--- src/rtl/countdown_timer_bcd_if.sv ---
// Panel-side bundle for the MM:SS countdown timer: load/start/stop controls,
// load digits, and the registered display/status outputs.
interface countdown_timer_bcd_if;
    logic       load;
    logic [3:0] ld_min_t;
    logic [3:0] ld_min_o;
    logic [3:0] ld_sec_t;
    logic [3:0] ld_sec_o;
    logic       start;
    logic       stop;
    logic [3:0] min_t;
    logic [3:0] min_o;
    logic [3:0] sec_t;
    logic [3:0] sec_o;
    logic       running;
    logic       done;
    logic       load_err;

    modport master (
        output load, ld_min_t, ld_min_o, ld_sec_t, ld_sec_o, start, stop,
        input  min_t, min_o, sec_t, sec_o, running, done, load_err
    );

    modport slave (
        input  load, ld_min_t, ld_min_o, ld_sec_t, ld_sec_o, start, stop,
        output min_t, min_o, sec_t, sec_o, running, done, load_err
    );
endinterface

--- src/rtl/countdown_timer_bcd.sv ---
// Loadable MM:SS countdown timer: a cascade of BCD down-counters with borrow
// propagation, driven by a one-second prescaler that only advances in RUN.
module countdown_timer_bcd #(
    parameter int DIV = 50_000_000
) (
    input  logic                  clk,
    input  logic                  rst,
    countdown_timer_bcd_if.slave  bus
);
    typedef enum logic [1:0] {IDLE, RUN, PAUSE, DONE} state_t;

    localparam int            PW      = (DIV > 2) ? $clog2(DIV) : 1;
    localparam logic [PW-1:0] PRE_MAX = PW'(DIV - 1);

    state_t        state, state_nxt;
    logic [PW-1:0] presc, presc_nxt;
    logic [3:0]    min_t, min_o, sec_t, sec_o;
    logic [3:0]    min_t_nxt, min_o_nxt, sec_t_nxt, sec_o_nxt;
    logic          running, done, load_err;
    logic          done_nxt, load_err_nxt;
    logic          load_ok, at_zero, tick;

    assign load_ok = (bus.ld_min_t <= 4'd5) && (bus.ld_min_o <= 4'd9) &&
                     (bus.ld_sec_t <= 4'd5) && (bus.ld_sec_o <= 4'd9);
    assign at_zero = ({min_t, min_o, sec_t, sec_o} == 16'h0000);
    assign tick    = (state == RUN) && (presc == PRE_MAX);

    assign bus.min_t    = min_t;
    assign bus.min_o    = min_o;
    assign bus.sec_t    = sec_t;
    assign bus.sec_o    = sec_o;
    assign bus.running  = running;
    assign bus.done     = done;
    assign bus.load_err = load_err;

    // State, digit, prescaler and status registers; reset returns everything to 00:00 IDLE.
    always_ff @(posedge clk) begin
        if (rst) begin
            state    <= IDLE;
            presc    <= '0;
            min_t    <= 4'd0;
            min_o    <= 4'd0;
            sec_t    <= 4'd0;
            sec_o    <= 4'd0;
            running  <= 1'b0;
            done     <= 1'b0;
            load_err <= 1'b0;
        end else begin
            state    <= state_nxt;
            presc    <= presc_nxt;
            min_t    <= min_t_nxt;
            min_o    <= min_o_nxt;
            sec_t    <= sec_t_nxt;
            sec_o    <= sec_o_nxt;
            running  <= (state_nxt == RUN);
            done     <= done_nxt;
            load_err <= load_err_nxt;
        end
    end

    // Next state and datapath: load beats stop beats start beats tick; a rejected load consumes the cycle.
    always_comb begin
        state_nxt    = state;
        presc_nxt    = presc;
        min_t_nxt    = min_t;
        min_o_nxt    = min_o;
        sec_t_nxt    = sec_t;
        sec_o_nxt    = sec_o;
        done_nxt     = 1'b0;
        load_err_nxt = 1'b0;

        if (bus.load) begin
            if (load_ok) begin
                min_t_nxt = bus.ld_min_t;
                min_o_nxt = bus.ld_min_o;
                sec_t_nxt = bus.ld_sec_t;
                sec_o_nxt = bus.ld_sec_o;
                presc_nxt = '0;
                state_nxt = IDLE;
            end else begin
                load_err_nxt = 1'b1;
            end
        end else if (bus.stop && (state == RUN)) begin
            state_nxt = PAUSE;
        end else if (bus.start && ((state == IDLE) || (state == PAUSE)) && !at_zero) begin
            state_nxt = RUN;
        end else if (state == RUN) begin
            if (tick) begin
                presc_nxt = '0;
                if (sec_o == 4'd0) begin
                    sec_o_nxt = 4'd9;
                    if (sec_t == 4'd0) begin
                        sec_t_nxt = 4'd5;
                        if (min_o == 4'd0) begin
                            min_o_nxt = 4'd9;
                            min_t_nxt = min_t - 4'd1;
                        end else begin
                            min_o_nxt = min_o - 4'd1;
                        end
                    end else begin
                        sec_t_nxt = sec_t - 4'd1;
                    end
                end else begin
                    sec_o_nxt = sec_o - 4'd1;
                end
                if ({min_t_nxt, min_o_nxt, sec_t_nxt, sec_o_nxt} == 16'h0000) begin
                    state_nxt = DONE;
                    done_nxt  = 1'b1;
                end
            end else begin
                presc_nxt = presc + 1'b1;
            end
        end
    end
endmodule

--- src/flat_wrapper.sv ---
// flat-port wrapper written by rule: the top's interface ports become plain ports
module countdown_timer_bcd_flat 
#(
    parameter int DIV = 50_000_000
)
  (clk, rst, bus_load, bus_ld_min_t, bus_ld_min_o, bus_ld_sec_t, bus_ld_sec_o, bus_start, bus_stop, bus_min_t, bus_min_o, bus_sec_t, bus_sec_o, bus_running, bus_done, bus_load_err);
  countdown_timer_bcd_if bus_i ();
  input  logic clk;
  input  logic rst;
  input wire logic [$bits(bus_i.load)-1:0] bus_load;
  input wire logic [$bits(bus_i.ld_min_t)-1:0] bus_ld_min_t;
  input wire logic [$bits(bus_i.ld_min_o)-1:0] bus_ld_min_o;
  input wire logic [$bits(bus_i.ld_sec_t)-1:0] bus_ld_sec_t;
  input wire logic [$bits(bus_i.ld_sec_o)-1:0] bus_ld_sec_o;
  input wire logic [$bits(bus_i.start)-1:0] bus_start;
  input wire logic [$bits(bus_i.stop)-1:0] bus_stop;
  output wire logic [$bits(bus_i.min_t)-1:0] bus_min_t;
  output wire logic [$bits(bus_i.min_o)-1:0] bus_min_o;
  output wire logic [$bits(bus_i.sec_t)-1:0] bus_sec_t;
  output wire logic [$bits(bus_i.sec_o)-1:0] bus_sec_o;
  output wire logic [$bits(bus_i.running)-1:0] bus_running;
  output wire logic [$bits(bus_i.done)-1:0] bus_done;
  output wire logic [$bits(bus_i.load_err)-1:0] bus_load_err;
  assign bus_i.load = bus_load;
  assign bus_i.ld_min_t = bus_ld_min_t;
  assign bus_i.ld_min_o = bus_ld_min_o;
  assign bus_i.ld_sec_t = bus_ld_sec_t;
  assign bus_i.ld_sec_o = bus_ld_sec_o;
  assign bus_i.start = bus_start;
  assign bus_i.stop = bus_stop;
  assign bus_min_t = bus_i.min_t;
  assign bus_min_o = bus_i.min_o;
  assign bus_sec_t = bus_i.sec_t;
  assign bus_sec_o = bus_i.sec_o;
  assign bus_running = bus_i.running;
  assign bus_done = bus_i.done;
  assign bus_load_err = bus_i.load_err;
  countdown_timer_bcd #(.DIV(DIV)) u_core (.clk(clk), .rst(rst), .bus(bus_i));
endmodule
--- config.mk ---
export PLATFORM = sky130hd
export DESIGN_NAME = countdown_timer_bcd_flat
export DESIGN_NICKNAME = d
export VERILOG_FILES = /design/src/rtl/countdown_timer_bcd_if.sv /design/src/rtl/countdown_timer_bcd.sv /design/src/flat_wrapper.sv
export SDC_FILE = /design/constraint.sdc
export NUM_CORES = 1
export LEC_CHECK = 0
export ABC_CLOCK_PERIOD_IN_PS = 2500
export BUFFER_PORTS_ARGS = -buffer_cell sky130_fd_sc_hd__buf_2
export CORE_MARGIN = 1
export CORE_UTILIZATION = 57
export CTS_BUF_LIST = sky130_fd_sc_hd__clkbuf_16
export CTS_CLUSTER_SIZE = 28
export DETAILED_ROUTE_END_ITERATION = 7
export PLACE_DENSITY = 0.8
export SETUP_SLACK_MARGIN = 0.2
export SLEW_MARGIN = 10
export SYNTH_ARGS = -nofsm -noshare
export SYNTH_HDL_FRONTEND = slang
export SYNTH_SLANG_ARGS = --single-unit
--- constraint.sdc ---
create_clock -name clk -period 2.5 [get_ports clk]
set_input_delay 0.125 -clock clk [delete_from_list [all_inputs] [get_ports clk]]
set_output_delay 0.125 -clock clk [all_outputs]
set_load 0.005 [all_outputs]
; ---- Yosys cells after proc, flatten, opt, wreduce, memory -nomap -nowiden
; Index checks and enable logic that the tools add are counted.
[totals]
inputBits = 21
reg_bits = 47
out_inout_bits = 19
word_cells = 117
[op_classes]
reduce_logical = 21
addsub = 5
n_lt_le_gt_ge = 4
mux = 68
n_eq_ne = 7
n_bitwise = 3
[op_table]
columns = operator, n
row1 = $mux W4, 53
row2 = $mux W26, 6
row3 = $logic_not A16 Y1, 2
row4 = $add A26 B1 Y26 const B, 1
row5 = $eq A26 B26 Y1 const B, 1
row6 = $sub A4 B1 Y4 const B, 4
row7 = $mux W2, 7
row8 = $logic_not A4 Y1, 3
row9 = $le A4 B3 Y1 const B, 2
row10 = $le A4 B4 Y1 const B, 2
row11 = $logic_and A1 B1 Y1, 7
row12 = $reduce_or A6 Y1, 1
row13 = $reduce_and A5 Y1, 1
row14 = $eq A2 B1 Y1 const B, 2
row15 = $ne A2 B2 Y1 const B, 2
row16 = $reduce_and A4 Y1, 1
row17 = $reduce_bool A2 Y1, 2
row18 = $not A1 Y1, 3
row19 = $eq A2 B2 Y1 const B, 1
row20 = $logic_not A2 Y1, 1
row21 = $mux W1, 2
row22 = $ne A2 B1 Y1 const B, 1
row23 = $reduce_or A2 Y1, 1
row24 = $logic_not A1 Y1, 1
row25 = $logic_or A1 B1 Y1, 1

; ---- Longest topological paths before layout
[depth]
word_depth = 17
mapped_depth = 8
mapped_depth_nobuf = 7

; ---- Worst setup path before layout
; Ideal clock, no wire load.
[synth_timing]
path_kind = flip-flop to flip-flop
start = reg u_core.presc[0]
end = reg u_core.min_o[3], in the netlist u_core.bus.min_o[3]
synth_period_minus_slack_ps = 2042
path_stages_with_launch = 9
path_slack_ps = 458
t_required_ps = 2366
n_path_buf = 2
arrival_ps = 1908
setup_ps = 134
path_cell_list = dfxtp_1 ha_1 buf_2 nor4b_1 nand4_1 o21a_1 buf_2 o311ai_0 o31ai_1
[synth_between]
elab_chain_len = 4
[synth_lines]
columns = item, line_no
row1 = "start, declared", countdown_timer_bcd.sv:16  ; logic [PW-1:0] presc, presc_nxt;
row2 = "start signal, assigned", countdown_timer_bcd.sv:50  ; presc <= presc_nxt;
row3 = $eq A26 B26 Y1, countdown_timer_bcd.sv:26  ; assign tick = (state == RUN) && (presc == PRE_MAX);
row4 = $logic_and A1 B1 Y1, countdown_timer_bcd.sv:26
row5 = $reduce_bool A2 Y1 (no line), --
row6 = $reduce_and A5 Y1 (no line), --
row7 = "end signal, assigned", countdown_timer_bcd.sv:52  ; min_o <= min_o_nxt;
row8 = "end, declared", countdown_timer_bcd.sv:17  ; logic [3:0] min_t, min_o, sec_t, sec_o;
; Every way passes these cells.
; A chain may end at the register's enable or synchronous reset.

; ---- Worst setup path after layout
[layout_timing]
start = reg u_core.presc[0]
end = reg u_core.min_t[1], in the netlist u_core.bus.min_t[1]
[layout_between]
elab_chain_len = 4
[layout_lines]
columns = item, line_no
row1 = $eq A26 B26 Y1, countdown_timer_bcd.sv:26
row2 = $logic_and A1 B1 Y1, countdown_timer_bcd.sv:26
row3 = $reduce_bool A2 Y1 (no line), --
row4 = $reduce_and A5 Y1 (no line), --
row5 = "end signal, assigned", countdown_timer_bcd.sv:51  ; min_t <= min_t_nxt;
row6 = "end, declared", countdown_timer_bcd.sv:17
; Every way passes these cells.

==> impl_metrics.yaml <==
placement:
  dp.cells: 412
  place.gp.congestion: 0.866
  dp_hpwl_mm: 4.85
  port_buffers: 39
  placed_area_um2: 2970
synthesis:
  synth-edff-count: 0
  async_flop_share_pct: 0
  synth_top_cell_by_area: "dfxtp_1"
  synth_cell_types: 59
  yosysTopAreaCellShare_pct: 34.8
  synthTopCellsByCount: "dfxtp_1, nor2_1, a21oi_1"
  synthesis.nets: 354
  synth_area_um2: 2710
  syn_inst: 330
  ys_seq_area_share_pct: 34.8
  synth_area_leaders: "dfxtp_1, nor2_1, xnor2_1"
  synth-main-ff-cell: "dfxtp_1"
  avgSynthCellArea_um2: 8.20
  synth-seq-cells: 47
  yosysWarnings: 0
  synth_most_common_cell: "dfxtp_1"
floorplan:
  rows: 24
  dieWidth_um: 70.9
  initial_utilization_pct: 60.5
  die_h_um: 70.9
  io_pins: 40
  dieArea_um2: 5030
  core_um2: 4470
grt:
  grt_pass1_wl_mm: 11.5
  grt_max_degree: 34
  grtUsageTotal_pct: 28.7
  antenna_found_initial: 0
  grt_overflow: 0
  grt_pass1_vias: 2392
critical_path:
  reg2regPathDepth: 6
  r2r_start: "u_core.presc[0]$_SDFFE_PP0P_"
  cp-end-kind: "register"
  crit_fanout: 15
  worstPathArrival_ns: 2.35
  r2r_slack_ns: 0.31
  cp-start-kind: "register"
  crit_required_ns: 2.65
  crit_type: "reg2reg"
  reg2reg_to: "u_core.bus.min_t[1]$_SDFFE_PP0P_"
pwr:
  p_clk_share_pct: 44.8
  leakage_nw: 1.13
  finalPower_mw: 1.67
  powerDensity_nw_per_um2: 532
  p_comb_share_pct: 9.5
  p_switching_mw: 0.384
  peakVddDrop_uv: 304
  seqPwrFrac_pct: 45.7
  p_sw_share_pct: 23.1
  power.internal_mw: 1.28
min_path:
  min_from: "bus_stop"
  holdPathEnd: "u_core.bus.done$_SDFF_PP0_"
  holdPathStages: 2
  min_path_type: "in2reg"
finish:
  syn2layout_area_growth_pct: 15.8
  fill_cells: 366
  design_area_um2: 3140
  layout.nets: 391
  finalNonFillerCells: 420
  drive_above_1_share_pct: 18.8
  antenna_cells: 0
clock_tree:
  root_buffer: "clkbuf_16"
  cts.clk_slew.worst_paths_ns: 0.06
  clkLatencyLatePin_ns: 0.28
  post_cts_buffers: 0
  clockBufferDepth: 2
  cts_buffers: 5
  cts_tree: "yes"
  h-tree-depth: 2
  clock_sinks: 47
run_status:
  outcome: "finished clean"
sta:
  relSlewSlack_pct: 43.5
  final.setup.tns_ns: 0
  slew_viol_final: 0
  clock_skew_ns: 0.00228
  hold_viol: 0
  timing.hold.ws_ns: 0.0943
  fin_crit_ns: 2.19
  setup_viol: 0
  min_period_over_period_pct: 87.7
  fmax_ghz: 0.456
  rsz0062_at_grt: "no"
  worst-slew-pin-transition_ns: 0.846
route:
  drt-initial-drc-count: 334
  vias: 2778
  route.detailed.drc: 0
  routed_wl_mm: 7.04
  wl_per_cell_um: 16.8
  final_antenna_net_count: 0
  dr.pass1.iters: 7
  viasPerCell: 6.61
run:
  maxCapViolCount: 0
==> power groups by stage <==
stage / sequential (mW) / clock (mW) / combinational (mW)
6_report: 0.762 / 0.746 / 0.159
5_1_grt: 0.762 / 0.785 / 0.174
4_1_cts: 0.762 / 0.760 / 0.154
3_5_place_dp: 0.779 / 0 / 0.154
3_3_place_gp: 0.778 / 0 / 0.152
2_1_floorplan: 0.778 / 0 / 0.101
==> cell usage in the layout, fill, tap and decap left out, types with 6 or more instances in the layout <==
cell type and instances:
dfxtp_1 47, nor2_1 40, buf_2 39, a21oi_1 22, nand4_1 17, xnor2_1 17, inv_1 15, nand2_1 15
o21ai_0 14, nand3_1 11, buf_4 11, a211oi_1 9, o31ai_1 9, and4_1 7, nor3_1 6, a2111oi_0 6
==> kinds of logic after synthesis <==
group           count (synthesis)  synth area share (%)
buf+inv                        36                  5.45
compound gates                101                  27.0
flops                          47                  34.8
simple gates                  121                  24.3
xor+xnor                       21                  6.79
mux                             1                 0.370
fa+ha+maj                       3                  1.39
==> metrics by stage <==
stage               utilization, %  setup WS [ns]
floorplan                        -          0.458
global placement              66.3          0.381
detailed placement            66.3          0.271
CTS                           70.0          0.230
global route                  70.1          0.183
finish                        70.1          0.307
==> metal layers <==
metal / vias to the layer above / routed length (um) / global-route usage (%) / share of wire [%]
met4: 0 / 65 / 9.33 / 0.92
met5: - / 0 / 0 / 0
li1: 1333 / - / - / -
met3: 7 / 420 / 5.56 / 6.0
met1: 1331 / 3290 / 40.6 / 47
met2: 107 / 3270 / 44.1 / 46
==> worst max-delay path, stage by stage, from the launching register on <==
cell and delay (ns):
dfxtp_1 0.38, ha_1 0.19, nor4b_1 0.31, nand4_1 0.25
o21a_2 0.38, a2111oi_0 0.46, a211oi_1 0.09
==> what timing repair did <==
action	4_1_cts	5_1_grt
setup endpoints to repair	0	32
resized for setup	0	4
hold buffers	0	0
==> worst max-delay path by stage <==
stage               slack [ns]  cells after the start                        startpoint                               end
floorplan                 0.46                      8      u_core.presc[0]$_SDFFE_PP0P_  u_core.bus.min_o[3]$_SDFFE_PP0P_
CTS                       0.23                      7      u_core.presc[0]$_SDFFE_PP0P_     u_core.presc[12]$_SDFFE_PP0P_
finish                    0.31                      6      u_core.presc[0]$_SDFFE_PP0P_  u_core.bus.min_t[1]$_SDFFE_PP0P_
global placement          0.38                      5  u_core.bus.sec_o[3]$_SDFFE_PP0P_  u_core.bus.min_o[3]$_SDFFE_PP0P_
detailed placement        0.27                      7      u_core.presc[0]$_SDFFE_PP0P_     u_core.presc[12]$_SDFFE_PP0P_
global route              0.18                      6      u_core.presc[0]$_SDFFE_PP0P_  u_core.bus.min_t[0]$_SDFFE_PP0P_
==> sequential cells by signal, summed over array words and instances (netlist names) <==
name,count
u_core.bus.min_o,4
u_core.bus.running,1
u_core.presc,26
u_core.bus.sec_t,4
u_core.bus.sec_o,4
u_core.state,2
u_core.bus.done,1
u_core.bus.load_err,1
u_core.bus.min_t,4
==> cell type report <==
cell class / instances / area, um2 / area share, %
Clock buffer: 5 / 125 / 3.99
Inverter: 15 / 56.3 / 1.80
Sequential cell: 47 / 941 / 30.0
Clock inverter: 3 / 38.8 / 1.24
Timing Repair Buffer: 51 / 289 / 9.22
Tap cell: 52 / 65.1 / 2.08
Multi-Input combinational cell: 247 / 1620 / 51.7
(Power assumes the default switching activity.)
